File: config.mk
export PLATFORM = sky130hd
export DESIGN_NAME = specialist_kbd_matrix
export DESIGN_NICKNAME = d
export VERILOG_FILES = /design/src/rtl/specialist_kbd_pkg.sv /design/src/rtl/specialist_kbd_map.sv /design/src/rtl/specialist_kbd_matrix.sv
export SDC_FILE = /design/constraint.sdc
export NUM_CORES = 1
export LEC_CHECK = 0
export ABC_AREA = 1
export CORE_MARGIN = 2
export CORE_UTILIZATION = 51
export DETAILED_ROUTE_END_ITERATION = 12
export PLACE_DENSITY = 0.87
export SYNTH_ARGS = -nofsm -noshare
export SYNTH_HDL_FRONTEND = slang
export SYNTH_SLANG_ARGS = --single-unit
File: constraint.sdc
create_clock -name clk_sys -period 1.9 [get_ports clk_sys]
set_clock_uncertainty 0.1 [all_clocks]
set_input_delay 0.285 -clock clk_sys [delete_from_list [all_inputs] [get_ports clk_sys]]
set_output_delay 0.285 -clock clk_sys [all_outputs]
set_load 0.005 [all_outputs]
File: src/rtl/specialist_kbd_pkg.sv
// Shared types and constants for the keyboard matrix front end.
// Matrix geometry, decoded key position bundle and shift scancodes.
package specialist_kbd_pkg;

    localparam int NROWS = 6;
    localparam int NCOLS = 12;

    localparam logic [7:0] SC_SHIFT_L = 8'h12;
    localparam logic [7:0] SC_SHIFT_R = 8'h59;

    typedef struct packed {
        logic       valid;
        logic       is_shift;
        logic [2:0] row;
        logic [3:0] col;
    } key_pos_t;

    function automatic key_pos_t kp(input logic [2:0] r, input logic [3:0] c);
        key_pos_t p;
        p.valid    = 1'b1;
        p.is_shift = 1'b0;
        p.row      = r;
        p.col      = c;
        return p;
    endfunction

endpackage

File: src/rtl/specialist_kbd_map.sv
// Scancode to matrix position lookup (pure combinational).
// Shift keys report is_shift with col[0] selecting left(0)/right(1).
module specialist_kbd_map
    import specialist_kbd_pkg::*;
(
    input  logic     ext,
    input  logic [7:0] code,
    output key_pos_t pos
);

    // Case table over {E0 flag, scancode}
    always_comb begin
        pos = '0;
        case ({ext, code})
            {1'b0, SC_SHIFT_L}: pos = '{1'b1, 1'b1, 3'd0, 4'd0};
            {1'b0, SC_SHIFT_R}: pos = '{1'b1, 1'b1, 3'd0, 4'd1};
            9'h016: pos = kp(3'd0, 4'd0);
            9'h01E: pos = kp(3'd0, 4'd1);
            9'h026: pos = kp(3'd0, 4'd2);
            9'h025: pos = kp(3'd0, 4'd3);
            9'h02E: pos = kp(3'd0, 4'd4);
            9'h036: pos = kp(3'd0, 4'd5);
            9'h03D: pos = kp(3'd0, 4'd6);
            9'h03E: pos = kp(3'd0, 4'd7);
            9'h046: pos = kp(3'd0, 4'd8);
            9'h045: pos = kp(3'd0, 4'd9);
            9'h04E: pos = kp(3'd0, 4'd10);
            9'h055: pos = kp(3'd0, 4'd11);
            9'h015: pos = kp(3'd1, 4'd0);
            9'h01D: pos = kp(3'd1, 4'd1);
            9'h024: pos = kp(3'd1, 4'd2);
            9'h02D: pos = kp(3'd1, 4'd3);
            9'h02C: pos = kp(3'd1, 4'd4);
            9'h035: pos = kp(3'd1, 4'd5);
            9'h03C: pos = kp(3'd1, 4'd6);
            9'h043: pos = kp(3'd1, 4'd7);
            9'h044: pos = kp(3'd1, 4'd8);
            9'h04D: pos = kp(3'd1, 4'd9);
            9'h054: pos = kp(3'd1, 4'd10);
            9'h05B: pos = kp(3'd1, 4'd11);
            9'h058: pos = kp(3'd2, 4'd0);
            9'h00D: pos = kp(3'd2, 4'd1);
            9'h076: pos = kp(3'd2, 4'd2);
            9'h01C: pos = kp(3'd2, 4'd3);
            9'h01B: pos = kp(3'd2, 4'd4);
            9'h023: pos = kp(3'd2, 4'd5);
            9'h02B: pos = kp(3'd2, 4'd6);
            9'h034: pos = kp(3'd2, 4'd7);
            9'h033: pos = kp(3'd2, 4'd8);
            9'h03B: pos = kp(3'd2, 4'd9);
            9'h042: pos = kp(3'd2, 4'd10);
            9'h04B: pos = kp(3'd2, 4'd11);
            9'h01A: pos = kp(3'd3, 4'd0);
            9'h022: pos = kp(3'd3, 4'd1);
            9'h021: pos = kp(3'd3, 4'd2);
            9'h02A: pos = kp(3'd3, 4'd3);
            9'h032: pos = kp(3'd3, 4'd4);
            9'h031: pos = kp(3'd3, 4'd5);
            9'h03A: pos = kp(3'd3, 4'd6);
            9'h041: pos = kp(3'd3, 4'd7);
            9'h049: pos = kp(3'd3, 4'd8);
            9'h04A: pos = kp(3'd3, 4'd9);
            9'h04C: pos = kp(3'd3, 4'd10);
            9'h052: pos = kp(3'd3, 4'd11);
            9'h005: pos = kp(3'd4, 4'd0);
            9'h006: pos = kp(3'd4, 4'd1);
            9'h004: pos = kp(3'd4, 4'd2);
            9'h00C: pos = kp(3'd4, 4'd3);
            9'h029: pos = kp(3'd4, 4'd4);
            9'h066: pos = kp(3'd4, 4'd5);
            9'h05A: pos = kp(3'd4, 4'd11);
            9'h15A: pos = kp(3'd4, 4'd11);
            9'h16B: pos = kp(3'd5, 4'd0);
            9'h174: pos = kp(3'd5, 4'd1);
            9'h175: pos = kp(3'd5, 4'd2);
            9'h172: pos = kp(3'd5, 4'd3);
            9'h16C: pos = kp(3'd5, 4'd4);
            default: pos = '0;
        endcase
    end

endmodule

File: src/rtl/specialist_kbd_matrix.sv
// PS/2 key events to 6x12 key matrix, scanned through PPI ports.
// Optional row-driven scan onto ipa/ipc: define KBD_REVERSE_SCAN_EN.
module specialist_kbd_matrix
    import specialist_kbd_pkg::*;
(
    input  logic        clk_sys,
    input  logic        reset,
    input  logic [10:0] ps2_key,
    input  logic [7:0]  opa,
    input  logic [7:0]  opb,
    input  logic [7:0]  opc,
    input  logic        tape_in,
    output logic [7:0]  ipa,
    output logic [7:0]  ipb,
    output logic [7:0]  ipc,
    output logic        any_key
);

    logic [NROWS-1:0][NCOLS-1:0] km;
    logic                        shift_l;
    logic                        shift_r;
    logic                        tog_q;
    logic                        ev;
    key_pos_t                    pos;
    logic [NCOLS-1:0]            col_drv;
    logic [NROWS-1:0]            row_hit;
    logic                        unused_ok;

    assign ev = ps2_key[10] != tog_q;

    specialist_kbd_map u_map (
        .ext  (ps2_key[8]),
        .code (ps2_key[7:0]),
        .pos  (pos)
    );

    // Key state update, one event per toggle of ps2_key[10]
    always_ff @(posedge clk_sys) begin
        if (reset) begin
            km      <= '0;
            shift_l <= 1'b0;
            shift_r <= 1'b0;
            tog_q   <= ps2_key[10];
        end else if (ev) begin
            tog_q <= ps2_key[10];
            if (pos.valid && pos.is_shift) begin
                if (pos.col[0]) shift_r <= ps2_key[9];
                else            shift_l <= ps2_key[9];
            end else if (pos.valid) begin
                km[pos.row][pos.col] <= ps2_key[9];
            end
        end
    end

    assign col_drv = ~{opc[3:0], opa};

    // Forward scan: a row reads low when a held key sits on a driven column
    always_comb begin
        row_hit = '0;
        for (int r = 0; r < NROWS; r++) begin
            row_hit[r] = |(km[r] & col_drv);
        end
    end

    assign ipb     = {~row_hit, ~(shift_l | shift_r), tape_in};
    assign any_key = (|km) | shift_l | shift_r;

`ifdef KBD_REVERSE_SCAN_EN
    logic [NROWS-1:0] row_drv;
    logic [NCOLS-1:0] col_hit;

    assign row_drv = ~opb[7:2];

    // Reverse scan: a column reads low when a held key sits on a driven row
    always_comb begin
        col_hit = '0;
        for (int c = 0; c < NCOLS; c++) begin
            for (int r = 0; r < NROWS; r++) begin
                col_hit[c] = col_hit[c] | (km[r][c] & row_drv[r]);
            end
        end
    end

    assign ipa = ~col_hit[7:0];
    assign ipc = {4'hF, ~col_hit[11:8]};
`else
    assign ipa = 8'hFF;
    assign ipc = 8'hFF;
`endif

    assign unused_ok = &{1'b0, opb, opc[7:4]};

endmodule

==> summary.md, run 1 <==
| Metric | Value |
|---|---|
| Halt Stage | global routing |
| EDFF count, synth | 1 |
| Ports | 63 |
| # rows | 36 |
| Clk sinks | 75 |
| DP Wirelength | 14060 um |
| Post-synth top flop | dfxtp_1 |
| IO Port Bufs | 32 |
| Cts hold-fix bufs | 0 |
| Outcome | did not finish |
| Largest family of logic cells by synthesized area | simple AND/OR/NAND/NOR gates |
| Die width | just over 100 um |
| YS warnings | 0 |
| Post-synthesis simple-gate area fraction | between 40% and 50% |
| Worst endpoint type | top-level output |
| H-tree depth | 3 |
| Post-Syn Instances | 864 |
| Register bit total from synthesis | 75 |
| Mux cell area share after synthesis | 0% |
| Buffers from clock root to sink, at most | 2 |
| Worst endpoint after global-route timing repair | any_key |
| Root buffer cell | clkbuf_8 |
| Die Y | between 100 and 150 um |
| Placer Congestion | around 1.1 |
| Mapped Area | 5040 um^2 |
| Synth Area in Adders | 0% |
| Largest net degree at the start of global routing | 62 |
| Total global routing overflow | roughly 1.2k |
| Synth Area in Compound Gates | between 10% and 20% |
| Yosys cell types | 29 |
| Synthesized area per cell | between 5 and 6 um^2 |
| XOR/XNOR Fraction of Synth Area | less than 1% |
| Worst slack at placement | -1.024 ns |
| Placed cell count | approximately 1.2k |
| Tool error | [ERROR GRT-0232] Routing congestion too high. Check the congestion heatmap in the GUI. |
| Post-synth ARST share | 0% |
| Post-synthesis sequential area ratio | between 20 and 30% |
| GRT Total Usage | 102.4% |
| Num CTS Buffers | 9 |
| Initial Util | 52.04% |
-- what timing repair did --
| item | CTS |
|---|---|
| resized for setup | 286 |
| pin swaps | 63 |
| cloned | 13 |
| endpoints found under the setup margin | 70 |
| buffers inserted | 32 |
-- synth_stat cells, types with 3 or more instances --
cell type,number,area (um^2)
dfxtp_1,74,1481
a221oi_1,3,26.28
o22ai_1,19,118.9
inv_2,5,18.77
buf_2,11,55.05
inv_1,114,427.9
a21oi_1,71,355.3
nor3_1,21,105.1
nor4_1,18,112.6
nand4_1,7,43.79
nand3_1,101,505.5
o21ai_0,20,100.1
nand2_1,231,867.1
clkbuf_1,15,56.30
nor2_1,108,405.4
buf_4,19,142.6
a2111oi_0,4,35.03
nor2_2,9,56.30
-- kinds of logic after synthesis --
| group | Yosys count |
|---|---|
| flip-flops | 75 |
| XOR/XNOR | 1 |
| AND/OR/NAND/NOR | 498 |
| other | 1 |
| AO/OA/AOI/OAI | 121 |
| buffers and inverters | 168 |
-- metrics by stage --
stage	area (um^2)	util [%]	hold WS, ns
after detailed placement	6877	71.01	0.3429
after CTS	8213	84.81	0.1687
after floorplan	5169	-	0.2839
after global placement	6877	71.01	0.3349
-- metal layers --
| layer | GRT overflow | track usage [%] |
|---|---|---|
| met5 | 1 | 31.73 |
| met4 | 272 | 121.9 |
| met3 | 6 | 68.82 |
| met2 | 930 | 144.8 |
| met1 | 12 | 85.89 |
==> inputs of run 2 (changes only) <==
- CORE_UTILIZATION: 51 -> 40
- PLACE_DENSITY: 0.87 -> not set
- PLACE_DENSITY_LB_ADDON: not set -> 0.15
- clock period: 1.9 -> 2.5 ns (I/O delays scaled with it)
==> summary.md, run 2 <==
| Metric | Value |
|---|---|
| Max FFs per register | 72 |
| Setup TNS Final | 0 ns |
| Post-synth ARST share | 0% (unchanged) |
| Cells on worst reg2reg path | 9 |
| Total global routing overflow | 0 |
| # rows | 41 (was 36) |
| Vias in the first global route | approximately 5.8k |
| Vias | 6265 |
| Rel. slew slack | 55.48% |
| Post-synth top cells | nand2_1, inv_1, nor2_1 (unchanged) |
| Mux cell area share after synthesis | 0% (unchanged) |
| Yosys top cell area share | 29.39% (unchanged) |
| IO Port Bufs | 32 (unchanged) |
| Iteration-0 DRC Markers | around 540 |
| VDD IR-drop max | around 0.00026 V |
| Global-route wire length before repair | 30350 um |
| Synthesized area per cell | 5.833 um^2 (unchanged) |
| Main area contributors after synthesis | dfxtp_1, nand2_1, nand3_1 (unchanged) |
| Pre-antenna DRT Iters | 6 |
| Mapped Area | 5040 um^2 (unchanged) |
| Ports | 63 (unchanged) |
| WL final | approximately 19000 um |
| Slew @ Worst Pin | 0.6678 ns |
| DP Wirelength | 14640 um (was 14060 um) |
| RSZ-0062 raised after global routing | true |
| Num CTS Buffers | 9 (unchanged) |
| Floorplan core area | ~12000 um^2 |
| Crit path to | ipb[4] |
| Final Hold Viols | 0 |
| Crit path arrival time | just under 2 ns |
| CP Capture Type | primary output |
| Post-synth top area cell | dfxtp_1 (unchanged) |
| Worst setup SP type | input port |
| Max Used Layer | met4 |
| Most frequent cell after synthesis | nand2_1 (unchanged) |
| Commonest non-fill, non-tap cells in the layout | nand2_1, buf_4, inv_1, nand3_1, nor2_1 |
| Clk sinks | 75 (unchanged) |
| Root buffer cell | clkbuf_16 (was clkbuf_8) |
| ANT nets after route | 0 |
| Critical Path Start | opa[4] |
| CTS clk-pin slew, worst paths | roughly 0.060 ns |
| Post-synthesis simple-gate area fraction | 42.15% (unchanged) |
| Share of layout cells above drive strength 1 | about a quarter |
| Critical-path maximum fanout | 2 |
| Die Y | 116.2 um (was 103.4 um) |
| Placed cell count | 1192 (was 1190) |
| Critical setup path kind | in2out |
| Critical register-to-register path endpoint | km[16]$_SDFFE_PP0P_ |
| EDFF count, synth | 1 (unchanged) |
| Setup violators final | 0 |
| GRT Total Usage | 29.30% |
| DRT met1 WL | 8535 um |
| Initial antenna violation count | 0 |
| YS warnings | 0 (unchanged) |
| Initial Util | 40.43% (was 52.04%) |
| Vias per cell | 5.152 |
| Final non-filler cell total | 1216 |
| Max cap viols | 0 |
| Post-synth top flop | dfxtp_1 (unchanged) |
| Buffers from clock root to sink, at most | 2 (unchanged) |
| Area overhead of the layout relative to synthesis | 43.52% |
| Largest family of logic cells by synthesized area | simple AND/OR/NAND/NOR gates (unchanged) |
| NumNets Final | 1078 |
| Placer Congestion | 1.018 (was 1.110) |
| Worst reg2reg path startpoint | tog_q$_DFFE_PP_ |
| Die footprint | approximately 14000 um^2 |
| Final worst path period share | between 90% and 100% |
| Synth Area in Compound Gates | 13.26% (unchanged) |
| H-tree depth | 3 (unchanged) |
| Top reg by flops | km |
| Clk_lat worst skew | 0.35 ns |
| Reg2Reg Setup Slack | slightly above 0.7 ns |
| Yosys cell types | 29 (unchanged) |
| Remaining DRCs | 0 |
| Pwr Density | about 400 nW/um^2 |
| Post-synthesis sequential area ratio | 29.99% (unchanged) |
| WHS | between 0.3 and 0.4 ns |
| CTS tree | done |
| Met2 wire len | about 8600 um |
| Register bit total from synthesis | 75 (unchanged) |
| Period minus WS final | approximately 2.5 ns |
| Commonest non-fill, non-tap cell in the layout | nand2_1 |
| Die width | 116.2 um (was 103.4 um) |
| Min-delay worst type | reg2reg |
| XOR/XNOR Fraction of Synth Area | 0.1738% (unchanged) |
| Max-slew violation count | 0 |
| Wire length on met3 | approximately 1300 um |
| Total power | 2.918 mW |
| WP data required | approximately 2 ns |
| Cts hold-fix bufs | 0 (unchanged) |
| Largest net degree at the start of global routing | between 60 and 70 |
| Wire length per cell | 15.79 um |
| Antenna diode count | 0 |
| Post-Syn Instances | 864 (unchanged) |
| Synth Area in Adders | 0% (unchanged) |
| Fmax | 408.0 MHz |
| Outcome | complete, no violations (was did not finish) |
| LEAKAGE | 3.394 nW |
[run 2: cell counts after synthesis]
Identical to the previous run, type by type.
[run 2: per-stage QoR]
stage / cell area, um^2 / util (%) / setup WS [ns]
5_1_grt: 7233 / 58.02 / -0.04318
4_1_cts: 7133 / 57.22 / -0.1546
6_report: 7233 / 58.02 / 0.04874
3_5_place_dp: 6603 / 52.97 / -0.5336
3_3_place_gp: 6603 / 52.97 / -0.5636
2_1_floorplan: 5096 / - / 0.4219
[run 2: cells by family after synthesis]
kind of cell | Yosys count
xor+xnor | 1
buf+inv | 168
simple gates | 498
flops | 75
compound gates | 121
other cells | 1
[run 2: repair_timing]
action / in CTS / in global routing
buffers inserted: 4 / 2
cloned: 2 / 1
pin swaps: 10 / 10
endpoints found under the setup margin: 66 / 51
gates resized for setup: 77 / 18
[run 2: worst min-delay path by stage]
stage	start	to	slack (ns)	cells past startpoint
3_3_place_gp	shift_r$_SDFFE_PP0P_	shift_r$_SDFFE_PP0P_	0.34	2
3_5_place_dp	km[56]$_SDFFE_PP0P_	km[56]$_SDFFE_PP0P_	0.34	2
4_1_cts	km[56]$_SDFFE_PP0P_	km[56]$_SDFFE_PP0P_	0.35	2
5_1_grt	km[22]$_SDFFE_PP0P_	km[22]$_SDFFE_PP0P_	0.37	2
2_1_floorplan	shift_r$_SDFFE_PP0P_	shift_r$_SDFFE_PP0P_	0.32	2
6_report	km[56]$_SDFFE_PP0P_	km[56]$_SDFFE_PP0P_	0.35	2
[run 2: cell type report]
class,count,area [um^2]
inverter,120,450.4
sequential,75,1511
timing repair buffer,198,1680
clock buffer,10,229.0
clock inverter,5,56.30
fill,1278,5233
multi-input combinational,636,3090
tap,172,215.2
[run 2: layer usage]
| metal | GRT usage (%) | vias up |
|---|---|---|
| met5 | 0 | - |
| met4 | 12.46 | 0 |
| met3 | 4.774 | 49 |
| met2 | 47.25 | 265 |
| met1 | 38.88 | 2830 |
| li1 | - | 3121 |
[run 2: where the power goes]
group	total [mW]	internal (mW)	switching, mW
logic	0.434	0.178	0.256
clock network	1.28	0.765	0.518
registers	1.20	1.20	0.00102
[run 2: critical path: stages]
cell	delay [ns]
clkdlybuf4s50_1	0.46
inv_1	0.06
nand2_1	0.05
o21ai_0	0.09
a211oi_1	0.23
nand2_1	0.12
a2111oi_4	0.32
buf_4	0.16
dlymetal6s2s_1	0.11
(Power assumes the default switching activity.)
